**src/rtl/spi_regbank_if.sv**
```systemverilog
// spi_regbank_if: SPI pin bundle between an external SPI master and the spi_regbank slave.
interface spi_regbank_if;
    logic spi_cs_n;
    logic spi_clk;
    logic spi_mosi;
    logic spi_miso;

    modport master (output spi_cs_n, output spi_clk, output spi_mosi, input spi_miso);
    modport slave  (input spi_cs_n, input spi_clk, input spi_mosi, output spi_miso);
endinterface

```
**src/rtl/spi_regbank.sv**
```systemverilog
// spi_regbank: SPI mode-0 slave exposing NUM_CFG read/write and NUM_STS read-only registers.
// Macro SPI_REGBANK_BURST_EN enables auto-increment bursts; otherwise each frame carries one data word.
module spi_regbank #(
    parameter int NUM_CFG = 8,
    parameter int NUM_STS = 4,
    parameter int WIDTH   = 8,
    parameter int ADDR_W  = 7,
    localparam int STS_BITS = (NUM_STS > 0) ? NUM_STS * WIDTH : 1
) (
    input  logic                     clk,
    input  logic                     rstb,
    input  logic                     ena,
    spi_regbank_if.slave             spi,
    output logic [NUM_CFG*WIDTH-1:0] cfg_regs,
    output logic [NUM_CFG-1:0]       cfg_wr_stb,
    input  logic [STS_BITS-1:0]      sts_regs,
    output logic                     busy
);

    typedef enum logic [1:0] {IDLE, CMD, DATA} state_t;

    localparam logic [7:0] NTOT = 8'(NUM_CFG + NUM_STS);
    localparam logic [4:0] LAST = 5'(WIDTH - 1);

    state_t            state_q, state_d;
    logic [2:0]        cs_s_q, sck_s_q;
    logic [1:0]        mosi_s_q;
    logic              sck_rise_q, sck_fall_q, mosi_q;
    logic [4:0]        cnt_q, cnt_d;
    logic [ADDR_W-1:0] addr_q, addr_d, addr_inc, rd_addr;
    logic              wr_q, wr_d, done_q, done_d;
    logic [WIDTH-2:0]  sr_q, sr_d;
    logic [WIDTH-1:0]  tx_q, tx_d, shift_in, rd_word;
    logic [WIDTH-1:0]  cfg_q [NUM_CFG];
    logic [WIDTH-1:0]  cfg_d [NUM_CFG];
    logic [NUM_CFG-1:0] stb_q, stb_d;
    logic              cs_fall, cs_rise, sck_rise, sck_fall, bit_evt, bit_in;

    // Bit 0 and 1 of each chain are the synchroniser, bit 2 is the previous sample for edge detection
    assign cs_fall  = cs_s_q[2] & ~cs_s_q[1];
    assign cs_rise  = ~cs_s_q[2] & cs_s_q[1];
    assign sck_rise = ~sck_s_q[2] & sck_s_q[1];
    assign sck_fall = sck_s_q[2] & ~sck_s_q[1];

    // A SCLK rise arriving together with cs_n rising is consumed now, ahead of the abort
    assign bit_evt  = ena && (state_q != IDLE) && (sck_rise_q || (cs_rise && sck_rise));
    assign bit_in   = sck_rise_q ? mosi_q : mosi_s_q[1];
    assign shift_in = {sr_q, bit_in};
    assign addr_inc = (8'(addr_q) == NTOT - 8'd1) ? '0 : addr_q + ADDR_W'(1);
    assign rd_addr  = (state_q == CMD) ? shift_in[ADDR_W-1:0] : addr_inc;

    always_comb begin
        rd_word = '0;
        for (int i = 0; i < NUM_CFG; i++)
            if (8'(rd_addr) == 8'(i)) rd_word = cfg_q[i];
        for (int j = 0; j < NUM_STS; j++)
            if (8'(rd_addr) == 8'(NUM_CFG + j)) rd_word = sts_regs[j*WIDTH +: WIDTH];
    end

    always_comb begin
        state_d = state_q;
        cnt_d   = cnt_q;
        addr_d  = addr_q;
        wr_d    = wr_q;
        done_d  = done_q;
        sr_d    = sr_q;
        tx_d    = tx_q;
        cfg_d   = cfg_q;
        stb_d   = '0;
        case (state_q)
            IDLE: begin
                if (ena && cs_fall) begin
                    state_d = CMD;
                    cnt_d   = '0;
                    wr_d    = 1'b0;
                    done_d  = 1'b0;
                end
            end
            CMD: begin
                if (bit_evt) begin
                    sr_d  = shift_in[WIDTH-2:0];
                    cnt_d = cnt_q + 5'd1;
                    if (cnt_q == 5'd7) begin
                        state_d = DATA;
                        cnt_d   = '0;
                        wr_d    = shift_in[7];
                        addr_d  = shift_in[ADDR_W-1:0];
                        tx_d    = shift_in[7] ? '0 : rd_word;
                    end
                end
            end
            DATA: begin
                if (bit_evt && !done_q) begin
                    sr_d  = shift_in[WIDTH-2:0];
                    cnt_d = cnt_q + 5'd1;
                    if (cnt_q == LAST) begin
                        cnt_d  = '0;
                        addr_d = addr_inc;
                        for (int i = 0; i < NUM_CFG; i++) begin
                            if (wr_q && 8'(addr_q) == 8'(i)) begin
                                cfg_d[i] = shift_in;
                                stb_d[i] = 1'b1;
                            end
                        end
`ifdef SPI_REGBANK_BURST_EN
                        tx_d = wr_q ? '0 : rd_word;
`else
                        done_d = 1'b1;
                        tx_d   = '0;
`endif
                    end
                end else if (sck_fall_q && !done_q && cnt_q != '0) begin
                    // The fall right after a word load leaves the MSB in place
                    tx_d = {tx_q[WIDTH-2:0], 1'b0};
                end
            end
            default: state_d = IDLE;
        endcase
        if (!ena || cs_rise) state_d = IDLE;
    end

    always_ff @(posedge clk or negedge rstb) begin
        if (!rstb) state_q <= IDLE;
        else       state_q <= state_d;
    end

    // cs_n chain resets to "selected" so a frame already in progress cannot look like a new falling edge
    always_ff @(posedge clk or negedge rstb) begin
        if (!rstb) begin
            cs_s_q     <= '0;
            sck_s_q    <= '0;
            sck_rise_q <= 1'b0;
            sck_fall_q <= 1'b0;
            cnt_q      <= '0;
            addr_q     <= '0;
            wr_q       <= 1'b0;
            done_q     <= 1'b0;
            stb_q      <= '0;
            for (int i = 0; i < NUM_CFG; i++) cfg_q[i] <= '0;
        end else begin
            cs_s_q     <= {cs_s_q[1:0], spi.spi_cs_n};
            sck_s_q    <= {sck_s_q[1:0], spi.spi_clk};
            sck_rise_q <= sck_rise;
            sck_fall_q <= sck_fall;
            cnt_q      <= cnt_d;
            addr_q     <= addr_d;
            wr_q       <= wr_d;
            done_q     <= done_d;
            stb_q      <= stb_d;
            cfg_q      <= cfg_d;
        end
    end

    always_ff @(posedge clk) begin
        mosi_s_q <= {mosi_s_q[0], spi.spi_mosi};
        mosi_q   <= mosi_s_q[1];
        sr_q     <= sr_d;
        tx_q     <= tx_d;
    end

    for (genvar g = 0; g < NUM_CFG; g++) begin : g_cfg_out
        assign cfg_regs[g*WIDTH +: WIDTH] = cfg_q[g];
    end

    assign cfg_wr_stb   = stb_q;
    assign busy         = (state_q != IDLE);
    assign spi.spi_miso = ena && (state_q == DATA) && !wr_q && !done_q && tx_q[WIDTH-1];

endmodule

```
**src/flat_wrapper.sv**
```systemverilog
// flat-port wrapper written by rule: the top's interface ports become plain ports
module spi_regbank_flat 
#(
    parameter int NUM_CFG = 8,
    parameter int NUM_STS = 4,
    parameter int WIDTH   = 8,
    parameter int ADDR_W  = 7,
    localparam int STS_BITS = (NUM_STS > 0) ? NUM_STS * WIDTH : 1
)
  (clk, rstb, ena, cfg_regs, cfg_wr_stb, sts_regs, busy, spi_spi_cs_n, spi_spi_clk, spi_spi_mosi, spi_spi_miso);
  spi_regbank_if spi_i ();
  input  logic clk;
  input  logic rstb;
  input  logic ena;
  output logic [NUM_CFG*WIDTH-1:0] cfg_regs;
  output logic [NUM_CFG-1:0] cfg_wr_stb;
  input  logic [STS_BITS-1:0] sts_regs;
  output logic busy;
  input wire logic [$bits(spi_i.spi_cs_n)-1:0] spi_spi_cs_n;
  input wire logic [$bits(spi_i.spi_clk)-1:0] spi_spi_clk;
  input wire logic [$bits(spi_i.spi_mosi)-1:0] spi_spi_mosi;
  output wire logic [$bits(spi_i.spi_miso)-1:0] spi_spi_miso;
  assign spi_i.spi_cs_n = spi_spi_cs_n;
  assign spi_i.spi_clk = spi_spi_clk;
  assign spi_i.spi_mosi = spi_spi_mosi;
  assign spi_spi_miso = spi_i.spi_miso;
  spi_regbank #(.NUM_CFG(NUM_CFG), .NUM_STS(NUM_STS), .WIDTH(WIDTH), .ADDR_W(ADDR_W)) u_core (.clk(clk), .rstb(rstb), .ena(ena), .spi(spi_i), .cfg_regs(cfg_regs), .cfg_wr_stb(cfg_wr_stb), .sts_regs(sts_regs), .busy(busy));
endmodule
```
**config.mk**
```make
export PLATFORM = sky130hd
export DESIGN_NAME = spi_regbank_flat
export DESIGN_NICKNAME = d
export VERILOG_FILES = /design/src/rtl/spi_regbank_if.sv /design/src/rtl/spi_regbank.sv /design/src/flat_wrapper.sv
export SDC_FILE = /design/constraint.sdc
export NUM_CORES = 1
export LEC_CHECK = 0
export ABC_AREA = 1
export CAP_MARGIN = 5
export CORE_UTILIZATION = 25
export DETAILED_ROUTE_END_ITERATION = 6
export HOLD_SLACK_MARGIN = 0.05
export PLACE_DENSITY_LB_ADDON = 0.05
export SYNTH_ARGS = -nofsm -noshare
export SYNTH_HDL_FRONTEND = slang
export SYNTH_SLANG_ARGS = --single-unit
```
**constraint.sdc**
```tcl
create_clock -name clk -period 2.8 [get_ports clk]
set_input_delay 0.56 -clock clk [delete_from_list [all_inputs] [get_ports clk]]
set_output_delay 0.56 -clock clk [all_outputs]
set_load 0.02 [all_outputs]
```
* Word level (Yosys, flattened, before mapping) *
Cells that the tools add are included.

word-level totals
  register bits = 114
  input bits = 38
  output and inout port bits = 74
  logic and storage cells = 171

operators by class
  add/sub/neg operators = 2
  eq/ne operators = 33
  mux-type cells = 58
  bitwise operators = 8
  reduce and logical (&&, ||, !) cells = 48

operator list
  kind                   count
  $mux W8                21
  $eq A7 B3 Y1 const B   8
  $mux W7                8
  $reduce_and A4 Y1      12
  $eq A7 B4 Y1 const B   5
  $eq A7 B2 Y1 const B   4
  $pmux W7 S2            2
  $mux W5                4
  $logic_and A1 B1 Y1    19
  $pmux W8 S2            1
  $pmux W5 S3            1
  $eq A7 B1 Y1 const B   2
  $logic_not A7 Y1       2
  $mux W1                14
  $ne A2 B1 Y1 const B   5
  $reduce_and A5 Y1      2
  $mux W2                4
  $reduce_bool A2 Y1     4
  $add A7 B1 Y7 const B  1
  $ne A3 B1 Y1 const B   2
  $ne A3 B2 Y1 const B   2
  $pmux W2 S3            1
  $add A5 B1 Y5 const B  1
  $eq A5 B3 Y1 const B   1
  13 further kinds       23

* Longest topological paths before layout *
Gate-level depths: netlist of run 1.

  word-level depth = 20
  depth in mapped cells = 18
  gate-level depth less buffers = 18

* Worst setup path after synthesis of run 1 *
No wires, ideal clock.

  path type = reg2reg
  from = reg u_core.state_q[0]
  to = reg u_core.tx_q[0] (enable)
  setup time = 0.386 ns
  arrival = 2.063 ns
  required time = 2.414 ns
  slack = 0.351 ns
  stages on the path, launching flop included = 10
  buffers on the path = 0
  period minus slack after synthesis = 2.449 ns
  cell sequence = dfrtp_1 -> inv_1 -> ha_1 -> inv_1 -> nand3_1 -> nor2_2 -> inv_1 -> nand2_1 -> inv_2 -> a211oi_1

on the way
  longest elaborated chain between the ends = 6
  elaborated cells on any way between the ends = 12
  those cells by class = eq/ne: 6; reduce/logical: 6

RTL lines
  element                                                        line                RTL
  start, declared                                                spi_regbank.sv:25   state_t state_q, state_d;
  start signal, assigned                                         spi_regbank.sv:124  else state_q <= state_d;
  $reduce_bool A2 Y1 (*)                                         -
  net busy                                                       flat_wrapper.sv:18  output logic busy;
  $logic_and A1 B1 Y1 (*) (2 in series)                          spi_regbank.sv:46   assign bit_evt = ena && (state_q != IDLE) && (sck_rise_q || (cs_rise && sck_rise));
  $logic_and A1 B1 Y1                                            spi_regbank.sv:93   if (bit_evt && !done_q) begin
  $ne A3 B2 Y1 (no source line) or $ne A3 B1 Y1 (tied branches)  -
  $reduce_and A5 Y1 (no source line) (*)                         -
  end signal, assigned                                           spi_regbank.sv:158  tx_q <= tx_d;
  end, declared                                                  spi_regbank.sv:33   logic [WIDTH-1:0] tx_q, tx_d, shift_in, rd_word;

The timed path passes the listed nets; every way through them passes the cells marked *.
A chain may end at the register's enable or synchronous reset.

* Worst setup path in the final report of run 1 *
  from = reg u_core.addr_q[1]
  to = reg u_core.tx_q[5] (data pin)

on the way
  longest elaborated chain between the ends = 20
  elaborated cells on any way between the ends = 32
  those cells by class = add/sub: 1; eq/ne: 12; mux: 18; reduce/logical: 1

RTL lines
  element                                        line                RTL
  start, declared                                spi_regbank.sv:30   logic [ADDR_W-1:0] addr_q, addr_d, addr_inc, rd_addr;
  start signal, assigned                         spi_regbank.sv:146  addr_q <= addr_d;
  $add A7 B1 Y7 or $eq A7 B4 Y1 (tied branches)  spi_regbank.sv:49   assign addr_inc = (8'(addr_q) == NTOT - 8'd1) ? '0 : addr_q + ADDR_W'(1);
  $mux W7 (*)                                    spi_regbank.sv:49
  $mux W7 (*)                                    spi_regbank.sv:50   assign rd_addr = (state_q == CMD) ? shift_in[ADDR_W-1:0] : addr_inc;
  $logic_not A7 Y1                               spi_regbank.sv:55   if (8'(rd_addr) == 8'(i)) rd_word = cfg_q[i];
  $mux W8 (8 in series)                          spi_regbank.sv:55
  $mux W8 (3 in series)                          spi_regbank.sv:57   if (8'(rd_addr) == 8'(NUM_CFG + j)) rd_word = sts_regs[j*WIDTH +: WIDTH];
  $mux W8 (*)                                    spi_regbank.sv:57
  $mux W8 (*)                                    spi_regbank.sv:88   tx_d = shift_in[7] ? '0 : rd_word;
  $mux W8 (*)                                    spi_regbank.sv:83   if (cnt_q == 5'd7) begin
  $mux W8 (*)                                    spi_regbank.sv:80   if (bit_evt) begin
  $pmux W8 S2 (*)                                spi_regbank.sv:70   case (state_q)
  net u_core.tx_d[5]                             spi_regbank.sv:33

The timed path passes the listed nets; every way through them passes the cells marked *. The select of a mux whose other input is x is not followed.

==> reports/qor.yml, run 1 <==
syn_to_final_growth_pct: 43.4
ant_nets: 0
design.portCount: 112
hold_viol_final: 0
vias: 5137
num_antenna_cells: 0
power.leakage_nw: 3.53
tightest_slew_ps: 751
drive_above_1_share_pct: 12.8
die_h_um: 151
power_density_nw_per_um2: 776
synth_nets: 718
critPathLaunchType: "flip-flop"
n_fill_cell: 2249
grt_first_pass_wirelength_mm: 29.1
worst-path-max-fanout: 23
maxSlewHeadroom_pct: 49.9
slowest_stage: "dfrtp_1"
ys_types: 32
worstPathCellList: "buf_4 > buf_4 > nand3_1 > o21ai_0 > nand2_1 > nand3_1 > nand2_2 > buf_4 > nand3_1 > nand3_1 > nor2_1 > nand4_1 > nand2_1 > nand4_1 > nand2_1 > nand2_1"
hpwl_mm: 14.7
ys_seq_area_share_pct: 52.7
ctsLongestPathBuffers: 2
worst_r2r_path_depth: 16
die-width_um: 151
routed_wl_mm: 19.0
fin_crit_sh_pct: 93.5
rows: 54
regToRegSetupSlack_ps: 180
crit_arrival_ps: 2790
critical_path_buf_inv_count: 3
clk_pin_slew_ps: 60
status: "complete, no violations"
r2r-start: "u_core.addr_q[1]"
final_max_slew_viol_count: 0
htreeDepth: 4
period_needed_ps: 2620
grt_use_total_pct: 17.8
tns_ps: 0
syn_area_per_cell_um2: 8.27
grt-ovfl-total: 0
skew_ps: 6.22
vias_per_cell: 4.58
start_util_pct: 25.4
clock_sinks: 114
cp.required_ps: 2970
r2r_end: "u_core.tx_q[5]"
worst_setup_path_end_kind: "flip-flop"
synth_area_um2: 5530
grt_pass1_vias: 5045
timing.fmax_mhz: 382
ctsHoldBuffers: 0
irDropWorstVdd_mv: 0.491
critPathKind: "flip-flop to flip-flop"
power.total_mw: 6.15
drtIter0Drc: 286
cts_buffers: 17
hold_class: "input port to asynchronous set/reset pin"
syn_inst: 668
final_nets: 878
clock_latency_ps: 410
critical-path-top-delay-family: "simple AND/OR/NAND/NOR gates"
yosysWarnings: 0
slowest_delay_ps: 420
cap_violations: 0
coreArea_um2: 21800
rsz0062_at_grt: "no"
place_area_um2: 7220
setup_viol_count_final: 0
fp.dieArea_um2: 22700
antenna_found_initial: 0
gp_congestion: 0.879
cts_tree: "built"
fin_area_um2: 7930
cts_root_buffer: "clkbuf_16"
wl_per_cell_um: 17.0
grt_max_degree: 50
synth-seq-cells: 114
io_buffers: 111
drc_errors: 0
drt-pass1-iter-count: 7
placed cells by master (no fill, tap or decap), types with 15 or more instances in the layout:
| master | synthesis | final |
|---|---|---|
| a21oi_1 | 19 | 19 |
| buf_4 | 1 | 45 |
| clkbuf_16 | 0 | 18 |
| clkdlybuf4s50_1 | 0 | 109 |
| dfrtp_1 | 96 | 95 |
| edfxtp_1 | 15 | 15 |
| inv_1 | 70 | 70 |
| nand2_1 | 183 | 182 |
| nand3_1 | 56 | 56 |
| nand4_1 | 24 | 24 |
| nor2_1 | 41 | 40 |
| o21ai_0 | 91 | 90 |
worst max path at each step:
stage / start / endpoint / slack [ps] / cells after the start
after floorplan: u_core.state_q[0] / u_core.tx_q[0] / 350 / 9
after global placement: u_core.addr_q[0] / u_core.tx_q[5] / 170 / 15
after detailed placement: u_core.addr_q[0] / u_core.tx_q[5] / 140 / 15
after CTS: u_core.state_q[0] / spi_spi_miso / 10 / 5
after global routing: u_core.addr_q[1] / u_core.tx_q[3] / 3 / 16
final: u_core.addr_q[1] / u_core.tx_q[5] / 180 / 16
kinds of logic (layout without fill, tap and decap cells):
| kind of cell | count (synthesis) | after routing | synth area share, % |
|---|---|---|---|
| XOR/XNOR | 2 | 2 | 0.317 |
| AO/OA/AOI/OAI | 121 | 121 | 11.5 |
| multiplexers | 1 | 1 | 0.204 |
| buffers and inverters | 93 | 266 | 6.88 |
| AND/OR/NAND/NOR | 325 | 325 | 25.7 |
| flip-flops | 114 | 114 | 52.7 |
| adder cells (fa/ha/maj) | 12 | 12 | 2.72 |
power by group:
| part | switching (mW) | total [mW] | internal [mW] | leakage [nW] |
|---|---|---|---|---|
| Combinational | 1.14 | 1.84 | 0.692 | 1.82 |
| Clock | 0.778 | 2.30 | 1.52 | 0.308 |
| Sequential | 0.148 | 2.02 | 1.87 | 1.40 |
what timing repair did:
item	in CTS	in global routing
resized for setup	1	10
setup endpoints to repair	1	9
buffers inserted	0	4
pin swaps	0	2
endpoints found under the hold margin	0	0
metal layers:
| metal | GRT usage [%] | share of wire, % | vias up |
|---|---|---|---|
| met4 | 6.60 | 2.0 | 0 |
| met1 | 23.9 | 47 | 2426 |
| met2 | 28.2 | 46 | 161 |
| met5 | 0 | 0 | - |
| li1 | - | - | 2526 |
| met3 | 3.33 | 4.8 | 24 |
cells in the mapped netlist:
master    number  area, um^2
nor3_1         5        25.0
nand3_2        1        10.0
nor2_1        41         154
nand2_1      183         687
o31ai_1        2        15.0
a31o_2         1        8.76
dfrtp_1       96        2400
o21a_1         1        7.51
a22oi_1        1        7.51
nor2_2         8        50.1
xor2_1         2        17.5
edfxtp_1      15         450
nand3_1       56         280
nor3_4         1        16.3
dfxtp_1        3        60.1
buf_6          3        33.8
inv_2          6        22.5
a21oi_1       19        95.1
nand2_2        4        25.0
nand4_1       24         150
buf_2          4        20.0
a211oi_1       1        7.51
clkinv_1       1        3.75
o211ai_1       4        30.0
o21ai_0       91         455
nor2_4         2        22.5
ha_1          12         150
mux2_2         1        11.3
o21bai_1       1        7.51
inv_1         70         263
clkbuf_1       8        30.0
buf_4          1        7.51
worst reg2reg max path, stage by stage (launching register included):
cell and delay [ps]:
dfrtp_1 420, buf_4 140, buf_4 100, nand3_1 80
o21ai_0 150, nand2_1 100, nand3_1 150, nand2_2 100
buf_4 210, nand3_1 120, nand3_1 150, nor2_1 120
nand4_1 150, nand2_1 100, nand4_1 140, nand2_1 90
nand2_1 50
per-stage QoR:
| stage | utilization [%] | std cells | setup WS [ps] | hold slack (ps) |
|---|---|---|---|---|
| 3_5_place_dp | 33.2 | 1085 | 139 | 331 |
| 5_1_grt | 36.4 | 1121 | 2.60 | 279 |
| 4_1_cts | 36.1 | 1117 | 12.5 | 247 |
| 6_report | 36.4 | 1121 | 182 | 220 |
| 2_1_floorplan | - | 668 | 351 | 264 |
| 3_3_place_gp | 33.2 | 1085 | 168 | 318 |
sequential cells by signal, summed over array words and instances, names as in the netlist:
signal and cells:
u_core.sck_rise_q 1, u_core.sck_s_q 3, u_core.cfg_wr_stb 8, u_core.cfg_regs 64, u_core.state_q 2, u_core.sck_fall_q 1, u_core.mosi_s_q 2, u_core.done_q 1
u_core.cnt_q 5, u_core.sr_q 7, u_core.wr_q 1, u_core.cs_s_q 3, u_core.mosi_q 1, u_core.addr_q 7, u_core.tx_q 8
layout make-up:
type                    count  area (um^2)  area share [%]
well taps                 280          350            4.42
repair buffers            157         1480            18.7
flip-flops and latches    114         2910            36.8
clock buffers              23          499            6.30
clock inverters             9          124            1.56
multi-input cells         461         2270            28.6
inverters                  77          289            3.65
Note: power is estimated with default switching activity, not from simulation.
==> run 2, diff against run 1 <==
--- a/config.mk
+++ b/config.mk
@@ -7,6 +7,8 @@
 export LEC_CHECK = 0
 export ABC_AREA = 1
 export CAP_MARGIN = 5
+export CELL_PAD_IN_SITES_DETAIL_PLACEMENT = 1
+export CELL_PAD_IN_SITES_GLOBAL_PLACEMENT = 1
 export CORE_UTILIZATION = 25
 export DETAILED_ROUTE_END_ITERATION = 6
 export HOLD_SLACK_MARGIN = 0.05
==> reports/qor.yml, run 2 (synthesis gave the netlist of run 1 again) <==
status: "complete, no violations"
r2r_end: "u_core.tx_q[1]"
clock_latency_ps: 420  # about the same
setup_viol_count_final: 0  # unchanged
hold_class: "input port to asynchronous set/reset pin"
fin_crit_sh_pct: 97.7  # +4.1 points
rsz0062_at_grt: "yes"
regToRegSetupSlack_ps: 70  # -120 ps
grt_pass1_vias: 5473  # +8.5%
cap_violations: 0  # unchanged
p_int_mw: 3.81  # -6.6%
routed_wl_mm: 20.5  # +7.8%
mostFrequentLayoutCell: "nand2_1"
power_density_nw_per_um2: 761  # -2.0%
worst_setup_path_end_kind: "flip-flop"
comb_power_share_pct: 32.2  # +2.4 points
grt_max_degree: 97  # +94%
layout_common_cells: "nand2_1 (181), clkdlybuf4s50_1 (109), dfrtp_1 (96)"
timing.fmax_mhz: 366  # -4.2%
design.portCount: 112  # unchanged
maxSlewHeadroom_pct: 64.2  # +14 points
num_antenna_cells: 0  # unchanged
power.switching_mw: 2.22  # +7.4%
tns_ps: 0  # unchanged
htreeDepth: 4  # unchanged
crit_end: "u_core.tx_q[1]"
skew_ps: 12.2  # +5.99 ps
slowest_delay_ps: 450  # +30 ps
syn_to_final_growth_pct: 43.6  # about the same
final_nets: 876  # -0.23%
cp.required_ps: 2980  # about the same
die_h_um: 151  # unchanged
ctsLongestPathBuffers: 2  # unchanged
power.leakage_nw: 3.50  # -0.79%
rows: 54  # unchanged
critPathLaunchType: "flip-flop"
clock_sinks: 114  # unchanged
fp.dieArea_um2: 22700  # unchanged
drc_errors: 0  # unchanged
hpwl_mm: 15.6  # +6.2%
worstPathCellList: "buf_4 > inv_1 > ha_1 > o21ai_2 > inv_1 > nand3_2 > nor2_2 > nand3_1 > nand3_2 > nor2_2 > nand4_1 > nand2_1 > nand4_1 > nand2_1 > nand2_1"
place_area_um2: 7230  # +0.10%
cts_tree: "built"
grt-ovfl-total: 0  # unchanged
start_util_pct: 25.4  # unchanged
fin_area_um2: 7930  # about the same
clkPwrFrac_pct: 33.8  # -3.5 points
irDropWorstVdd_mv: 0.535  # +8.9%
critPathKind: "flip-flop to flip-flop"
ctsHoldBuffers: 0  # unchanged
clk_pin_slew_ps: 60  # about the same
cts_root_buffer: "clkbuf_16"
worst_r2r_path_depth: 15  # -1
crit_arrival_ps: 2910  # +120 ps
wl_per_cell_um: 18.3  # +8.0%
final_max_slew_viol_count: 0  # unchanged
drive_above_1_share_pct: 13.6  # +0.75 points
r2r-start: "u_core.addr_q[0]"
vias: 5203  # +1.3%
worst-path-max-fanout: 7  # -70%
slowest_stage: "dfrtp_1"
cts_buffers: 17  # unchanged
p_seq_share_pct: 34.0  # +1.2 points
hold_viol_final: 0  # unchanged
startpoint: "u_core.addr_q[0]"
gp_congestion: 0.812  # -7.6%
io_buffers: 111  # unchanged
antenna_found_initial: 0  # unchanged
grt_use_total_pct: 19.2  # +1.4 points
die-width_um: 151  # unchanged
swShare_pct: 36.8  # +3.2 points
vias_per_cell: 4.65  # +1.5%
grt_first_pass_wirelength_mm: 31.7  # +8.7%
drt-pass1-iter-count: 5  # -2
period_needed_ps: 2730  # +116 ps
coreArea_um2: 21800  # unchanged
ant_nets: 0  # unchanged
drtIter0Drc: 235  # -18%
largest_reg_flops: 64  # unchanged
tightest_slew_ps: 537  # -214 ps
cp_common_cell: "nand2_1"
## run 2: worst min path at each step
stage	from	end	slack (ps)	cells past startpoint
4_1_cts	rstb	u_core.cfg_regs[4]	220	2
3_3_place_gp	u_core.mosi_s_q[0]	u_core.mosi_s_q[1]	320	0
6_report	rstb	u_core.cfg_regs[4]	210	2
2_1_floorplan	rstb	u_core.addr_q[0]	260	0
5_1_grt	rstb	u_core.cfg_regs[4]	250	2
3_5_place_dp	u_core.mosi_s_q[0]	u_core.mosi_s_q[1]	330	0
## run 2: through the flow
stage               cells  setup slack, ps  hold WS (ps)  power, mW  util (%)
detailed placement   1081            -3.60           332       3.85      33.2
global placement     1081             67.2           320       3.82      33.2
floorplan             668              351           264       3.03         -
CTS                  1113             47.7           223       5.94      35.8
global route         1119            -40.2           248       6.41      36.5
finish               1119             65.6           209       6.04      36.5
## run 2: timing repair
| item | CTS | global route |
|---|---|---|
| pin swaps | 0 | 9 |
| resized for setup | 2 | 21 |
| endpoints found under the setup margin | 2 | 8 |
| buffers inserted | 0 | 6 |
## run 2: final cells by class
cell class	count	area, um^2
Clock buffer	21	482
Multi-Input combinational cell	461	2310
Timing Repair Buffer	155	1510
Clock inverter	11	77.6
Fill cell	2545	13800
Tap cell	280	350
Inverter	77	289
Sequential cell	114	2910
## run 2: worst max-delay path, delay by kind of cell, from the launching register on
kind,cells,cell delay [ps]
AND/OR/NAND/NOR,10,1200
buffers and inverters,3,310
adder cells (fa/ha/maj),1,320
flip-flops,1,450
AO/OA/AOI/OAI,1,220
## run 2: routing by layer
metal / vias up / GRT usage [%] / share of wire, %
li1: 2521 / - / -
met1: 2572 / 26.3 / 47
met2: 99 / 30.5 / 48
met3: 11 / 3.91 / 4.0
met4: 0 / 5.25 / 0.98
met5: - / 0 / 0
## run 2: power groups by stage
stage	combinational [mW]	clock (mW)	sequential, mW
2_1_floorplan	1.02	0	2.01
3_3_place_gp	1.75	0	2.07
3_5_place_dp	1.78	0	2.07
4_1_cts	1.79	2.11	2.04
5_1_grt	2.17	2.18	2.07
6_report	1.94	2.04	2.05
==> run 3, diff against run 2 <==
==> constraint.sdc (replaced) <==
create_clock -name clk -period 3.2 [get_ports clk]
set_input_delay 0.64 -clock clk [delete_from_list [all_inputs] [get_ports clk]]
set_output_delay 0.64 -clock clk [all_outputs]
set_load 0.02 [all_outputs]
==> reports/qor.yml, run 3 (synthesis gave the netlist of run 1 again) <==
rsz0062_at_grt: "no"
crit_end: "u_core.tx_q[7]"
maxSlewHeadroom_pct: 56.2  # -8.0 points
htreeDepth: 4  # unchanged
largest_reg_flops: 64  # unchanged
n_fill_cell: 2582  # +1.5%
regToRegSetupSlack_ps: 350  # +280 ps
start_util_pct: 25.4  # unchanged
fin_crit_sh_pct: 89.1  # -8.6 points
clock_latency_ps: 420  # about the same
status: "complete, no violations"
antenna_found_initial: 0  # unchanged
r2r_end: "u_core.tx_q[7]"
hold_ws_ps: 236  # +27.0 ps
layout_common_cells: "nand2_1 (183), clkdlybuf4s50_1 (110), dfrtp_1 (96)"
cp.required_ps: 3370  # +390 ps
gp_congestion: 0.821  # +1.1%
grt_use_total_pct: 18.8  # -0.38 points
hold_viol_final: 0  # unchanged
worst_setup_path_end_kind: "flip-flop"
r2r-start: "u_core.state_q[1]"
critPathKind: "flip-flop to flip-flop"
tightest_slew_ps: 657  # +120 ps
final_nets: 851  # -2.9%
grt_first_pass_wirelength_mm: 31.2  # -1.5%
critPathLaunchType: "flip-flop"
ant_nets: 0  # unchanged
num_antenna_cells: 0  # unchanged
regArea_um2: 2910  # unchanged
die_h_um: 151  # unchanged
crit_arrival_ps: 3020  # +110 ps
grt_max_degree: 52  # -46%
power_density_nw_per_um2: 665  # -13%
period_needed_ps: 2850  # +116 ps
clock_sinks: 114  # unchanged
drive_above_1_share_pct: 9.21  # -4.4 points
startpoint: "u_core.state_q[1]"
syn_to_final_growth_pct: 38.4
grt-ovfl-total: 0  # unchanged
cts_buffers: 17  # unchanged
dpl.cell_count: 1062  # -1.8%
vias: 5118  # -1.6%
ctsLongestPathBuffers: 2  # unchanged
routed_wl_mm: 20.2  # -1.6%
cts_tree: "built"
hpwl_mm: 15.4  # -1.3%
setup_viol_count_final: 0  # unchanged
tns_ps: 0  # unchanged
fp.dieArea_um2: 22700  # unchanged
hold_class: "input port to asynchronous set/reset pin"
finalNonFillerCells: 1094  # -2.2%
clk_pin_slew_ps: 60  # about the same
wl_per_cell_um: 18.5  # +0.66%
multi_input_area_um2: 2240  # -3.4%
mostFrequentLayoutCell: "nand2_1"
worst_r2r_path_depth: 15  # unchanged
cap_violations: 0  # unchanged
cts_root_buffer: "clkbuf_16"
drtIter0Drc: 286  # +22%
grt_pass1_vias: 5274  # -3.6%
io_buffers: 111  # unchanged
final_max_slew_viol_count: 0  # unchanged
worst-path-max-fanout: 9  # +2
coreArea_um2: 21800  # unchanged
die-width_um: 151  # unchanged
skew_ps: 12.8  # +0.564 ps
drc_errors: 0  # unchanged
design.portCount: 112  # unchanged
rows: 54  # unchanged
drt-pass1-iter-count: 5  # unchanged
power.leakage_nw: 3.35  # -4.3%
irDropWorstVdd_mv: 0.417  # -22%
timing.fmax_mhz: 351  # -4.1%
vias_per_cell: 4.68  # +0.61%
-- run 3: worst min-delay path by stage --
stage	depth (start not counted)	slack [ps]	startpoint	endpoint
after global routing	1	280	rstb	u_core.cfg_regs[3]
after detailed placement	0	320	u_core.mosi_s_q[0]	u_core.mosi_s_q[1]
final	1	240	rstb	u_core.cfg_regs[1]
after floorplan	0	310	u_core.mosi_s_q[0]	u_core.mosi_s_q[1]
after global placement	0	320	u_core.mosi_s_q[0]	u_core.mosi_s_q[1]
after CTS	1	270	rstb	u_core.cfg_regs[1]
-- run 3: layout make-up --
type,instances,share of cell area [%]
Clock buffer,21,6.17
Clock inverter,11,1.62
Inverter,77,3.78
Multi-Input combinational cell,461,29.2
Sequential cell,114,38.1
Tap cell,280,4.58
Timing Repair Buffer,130,16.5
-- run 3: repair_timing --
item | in CTS | in global routing
buffers inserted | 0 | 0
setup endpoints to repair | 0 | 3
hold buffers | 0 | 0
gates resized for setup | 0 | 2
-- run 3: layer usage --
| metal | track usage [%] | routed length (um) |
|---|---|---|
| met1 | 25.1 | 9500 |
| met2 | 30.8 | 9650 |
| met3 | 3.15 | 725 |
| met4 | 5.95 | 311 |
| met5 | 0 | 0 |
-- run 3: report_power, final --
part,internal [mW],switching [mW]
registers,1.64,0.147
logic,0.399,0.960
clock network,1.21,0.725
total,3.25,1.83
-- run 3: through the flow --
step,util (%),area (um^2),total power [mW],setup WS (ps)
global route,35.2,7650,5.39,53.1
global placement,32.4,7050,3.15,358
CTS,35.1,7640,5.14,288
finish,35.2,7650,5.08,349
detailed placement,32.4,7050,3.19,308
floorplan,-,5530,2.65,751
-- run 3: worst max-delay path, cell delays in order (launching register included) --
cell	delay, ps
dfrtp_1	400
inv_1	150
ha_1	400
nand2_1	90
o21ai_1	180
inv_1	130
nand3_1	130
inv_1	50
nand2_1	190
nor2_2	130
a21oi_1	170
nand4_1	220
nand2_1	120
nand4_1	100
nand2_1	80
nand2_1	50
